===== src/rtl/dmem_arbiter.sv =====
// Two-requester arbiter for the single-port dmem with read-return tracking.
// Define DMEM_ARB_RR_EN for round-robin ties; default is fixed priority (r0).
module dmem_arbiter #(
  parameter int ADDR_W = 12,
  parameter int DATA_W = 32,
  parameter int RD_LAT = 1
) (
  input  logic              clock,
  input  logic              reset,
  input  logic              r0_req,
  input  logic              r0_wren,
  input  logic [ADDR_W-1:0] r0_addr,
  input  logic [DATA_W-1:0] r0_wdata,
  output logic              r0_gnt,
  output logic              r0_rvalid,
  output logic [DATA_W-1:0] r0_rdata,
  input  logic              r1_req,
  input  logic              r1_wren,
  input  logic [ADDR_W-1:0] r1_addr,
  input  logic [DATA_W-1:0] r1_wdata,
  output logic              r1_gnt,
  output logic              r1_rvalid,
  output logic [DATA_W-1:0] r1_rdata,
  output logic [ADDR_W-1:0] address_dmem,
  output logic [DATA_W-1:0] data,
  output logic              wren,
  input  logic [DATA_W-1:0] q_dmem
);

  logic tie1;

`ifdef DMEM_ARB_RR_EN
  logic last_win;

  assign tie1 = ~last_win;

  always_ff @(posedge clock or negedge reset) begin
    if (!reset) begin
      last_win <= 1'b1;
    end else if (r0_gnt | r1_gnt) begin
      last_win <= r1_gnt;
    end
  end
`else
  assign tie1 = 1'b0;
`endif

  assign r0_gnt = reset & r0_req & (~r1_req | ~tie1);
  assign r1_gnt = reset & r1_req & (~r0_req | tie1);

  always_ff @(posedge clock or negedge reset) begin
    if (!reset) begin
      address_dmem <= '0;
      data         <= '0;
      wren         <= 1'b0;
    end else begin
      unique case (1'b1)
        r0_gnt: begin
          address_dmem <= r0_addr;
          data         <= r0_wdata;
          wren         <= r0_wren;
        end
        r1_gnt: begin
          address_dmem <= r1_addr;
          data         <= r1_wdata;
          wren         <= r1_wren;
        end
        default: wren <= 1'b0;
      endcase
    end
  end

  // Stage RD_LAT lines up with q_dmem for the read issued RD_LAT+1 cycles ago.
  logic [RD_LAT:0] pv;
  logic [RD_LAT:0] po;
  logic            rd_issue;

  assign rd_issue = (r0_gnt & ~r0_wren) | (r1_gnt & ~r1_wren);

  always_ff @(posedge clock or negedge reset) begin
    if (!reset) begin
      pv <= '0;
      po <= '0;
    end else begin
      pv <= {pv[RD_LAT-1:0], rd_issue};
      po <= {po[RD_LAT-1:0], r1_gnt};
    end
  end

  assign r0_rvalid = pv[RD_LAT] & ~po[RD_LAT];
  assign r1_rvalid = pv[RD_LAT] &  po[RD_LAT];
  assign r0_rdata  = q_dmem;
  assign r1_rdata  = q_dmem;

endmodule


===== config.mk =====
export PLATFORM = sky130hd
export DESIGN_NAME = dmem_arbiter
export DESIGN_NICKNAME = d
export VERILOG_FILES = /design/src/rtl/dmem_arbiter.sv
export SDC_FILE = /design/constraint.sdc
export NUM_CORES = 1
export LEC_CHECK = 0
export ABC_AREA = 1
export BUFFER_PORTS_ARGS = -buffer_cell sky130_fd_sc_hd__clkbuf_2
export CAP_MARGIN = 0
export CELL_PAD_IN_SITES_DETAIL_PLACEMENT = 1
export CELL_PAD_IN_SITES_GLOBAL_PLACEMENT = 1
export CORE_MARGIN = 4
export CORE_UTILIZATION = 23
export CTS_CLUSTER_DIAMETER = 30
export DETAILED_ROUTE_END_ITERATION = 8
export PLACE_DENSITY = 0.77
export SLEW_MARGIN = 25
export SYNTH_ARGS = -nofsm -noshare
export SYNTH_HDL_FRONTEND = slang
export SYNTH_SLANG_ARGS = --single-unit

===== constraint.sdc =====
create_clock -name clock -period 0.8 [get_ports clock]
set_input_delay 0.12 -clock clock [delete_from_list [all_inputs] [get_ports clock]]
set_output_delay 0.12 -clock clock [all_outputs]
set_load 0.01 [all_outputs]

==> metrics.yaml <==
cp-endpoint: "r1_rvalid"
r2r_end: "data[25]$_DFFE_PN0P_"
dieArea_sq_um: 14100
cts_tree: "built"
dieHeight_um: 119
final-hold-violation-count: 11
diodes: 0
syn_to_final_growth_pct: 38.8
cts_buffers: 5
hp-class: "input port to async pin"
path_cells: "nand2_1 > inv_1 > buf_2"
required_ns: 0.68
place_congestion: 0.730
drive_gt1_share_pct: 49.5
die_width_um: 119
grt_pass1_wl_mm: 15.3
setup_ws_ns: -0.260
cts.sinks: 49
synth_top_area_share_pct: 43.4
endpoint_kind: "output port"
wire_per_inst_um: 16.2
syn_area_per_cell_sq_um: 8.56
drv_slew: 0
clk_pin_slew_ns: 0.06
grt_pass1_vias: 3056
period_share_pct: 133
rows: 40
io_buffers: 142
multi_input_area_sq_um: 1030
max_freq_ghz: 0.943
core_sq_um: 12000
syn-num-nets: 456
cap_violations: 0
clockBufferDepth: 2
dp_hpwl_mm: 6.99
fin_util_pct: 32.6
ctsHoldBuffers: 4
fin_skew_ns: 0.00738
yosysSeqAreaShare_pct: 43.4
arrival_ns: 0.94
drtPass1Iterations: 4
vias: 2758
seq_area_sq_um: 1230
grt_max_degree: 39
route.detailed.drc: 0
ant_nets: 0
synth.distinct_cells: 16
via_per_inst: 4.68
max_slew_margin_pct: 82.2
clkLatencyLatePin_ns: 0.29
reg2reg_setup_slack_ns: -0.04
ir_drop_v: 0.000727
critical_path_class: "flop to output port"
cellLeakagePower_nw: 2.07
worst_hold_slack_ns: -0.0716
placedCellCount: 554
worst_pin_slew_ns: 0.267
fin_crit_ns: 1.06
syn_area_sq_um: 2820
slowest_stage: "dfrtp_1"
crit_path_max_incr_delay_ns: 0.39
synthTopCellsByArea: "dfrtp_1, buf_4, nand3_1, nand4_1, nand2_1"
cts-root-buf: "clkbuf_16"
synth-seq-cells: 49
synth_commonest_cells: "nand3_1, buf_4, dfrtp_1, nand2_1, nand4_1"
cellPowerDensity_nw_per_um2: 1750
io_pins: 239
h-tree-depth: 2
antenna_found_initial: 0
synth-edff-count: 0
start_kind: "flop"
ys_warn_count: 0
final_nets: 567
synth_top_flop_cell: "dfrtp_1"
dr.first_iter.drc_count: 72
ys_async_sr_fraction_pct: 100
rr_startpoint: "data[25]$_DFFE_PN0P_"
wl_mm: 9.54
setup_violations: 48
synthCells: 330
reg2regPathDepth: 4
synth_area_leader_cell: "dfrtp_1"
crit_start: "pv[1]$_DFF_PN0_"
initial_core_util_pct: 23.5
violations: "negative hold slack, negative setup slack"
track_usage_pct: 13.3
final_cell_count_no_fill: 589
synthMostInstantiatedCell: "nand3_1"
status: "finished, violations left"
rsz0062_at_grt: "true"
path_max_fanout: 2
n_fill_cell: 1457
gr-total-overflow: 0
-- worst max-delay path, delay by kind of cell (launching register included) --
| kind | cells | cell delay (ns) |
|---|---|---|
| flops | 1 | 0.39 |
| simple gates | 1 | 0.08 |
| buf+inv | 2 | 0.18 |
-- worst min-delay path by stage --
stage | start | endpoint | slack (ns) | cells past startpoint
floorplan | reset | address_dmem[0]$_DFFE_PN0P_ | -0.18 | 0
global placement | reset | address_dmem[10]$_DFFE_PN0P_ | 0.10 | 2
detailed placement | reset | data[28]$_DFFE_PN0P_ | 0.10 | 2
CTS | reset | data[12]$_DFFE_PN0P_ | -0.07 | 3
global route | reset | data[12]$_DFFE_PN0P_ | -0.06 | 3
finish | reset | data[12]$_DFFE_PN0P_ | -0.07 | 3
-- repair_timing --
action / in CTS / in global routing
resized for setup: 7 / 32
buffers inserted: 16 / 9
endpoints found under the setup margin: 49 / 58
endpoints found under the hold margin: 21 / 11
cloned: 1 / 0
pin swaps: 0 / 15
-- sequential cells by signal, indices dropped and copies added (netlist names) --
| name | cells |
|---|---|
| address_dmem | 12 |
| data | 32 |
| po | 2 |
| pv | 2 |
| wren | 1 |
-- stage by stage --
stage	area, sq um	total power [W]	setup WS, ns	setup TNS (ns)
after floorplan	2830	0.00396	0.0366	0
after global placement	3400	0.00447	-0.147	-6.44
after detailed placement	3400	0.00452	-0.185	-7.17
after CTS	3750	0.00685	-0.285	-6.61
after global routing	3920	0.00726	-0.307	-7.66
final	3920	0.00686	-0.260	-6.00
-- metal layers --
metal / global-route usage (%) / vias up / wire length, um
met5: 0 / - / 0
met4: 4.71 / 0 / 235
met3: 3.88 / 32 / 765
met2: 22.3 / 117 / 4540
li1: - / 1304 / -
met1: 16.2 / 1305 / 4000
-- cell usage in the layout (no fill, tap or decap), drive strengths merged --
cell,count
nand4,44
clkbuf,143
nand3,89
nand2,50
dlygate4sd3,4
or2,1
bufbuf,1
nor2,1
inv,5
buf,54
dfrtp,49
o21ai,1
-- logic make-up after synthesis --
kind of cell / count (synthesis) / synth area share [%]
DFF: 49 / 43.4
and+or+nand+nor: 185 / 32.9
buffers and inverters: 95 / 23.5
AOI/OAI and AO/OA: 1 / 0.177
-- power by group --
part,switching [W],internal [W]
Clock,0.000913,0.00117
Combinational,0.000900,0.000941
Sequential,0.000170,0.00277
Total,0.00198,0.00487
-- layout make-up --
type,count,share of cell area [%]
tap,147,4.69
inverter,5,0.606
sequential,49,31.3
clock buffer,8,3.48
multi-input combinational,186,26.2
timing repair buffer,194,33.7
Power figures use the tool's default switching activity.
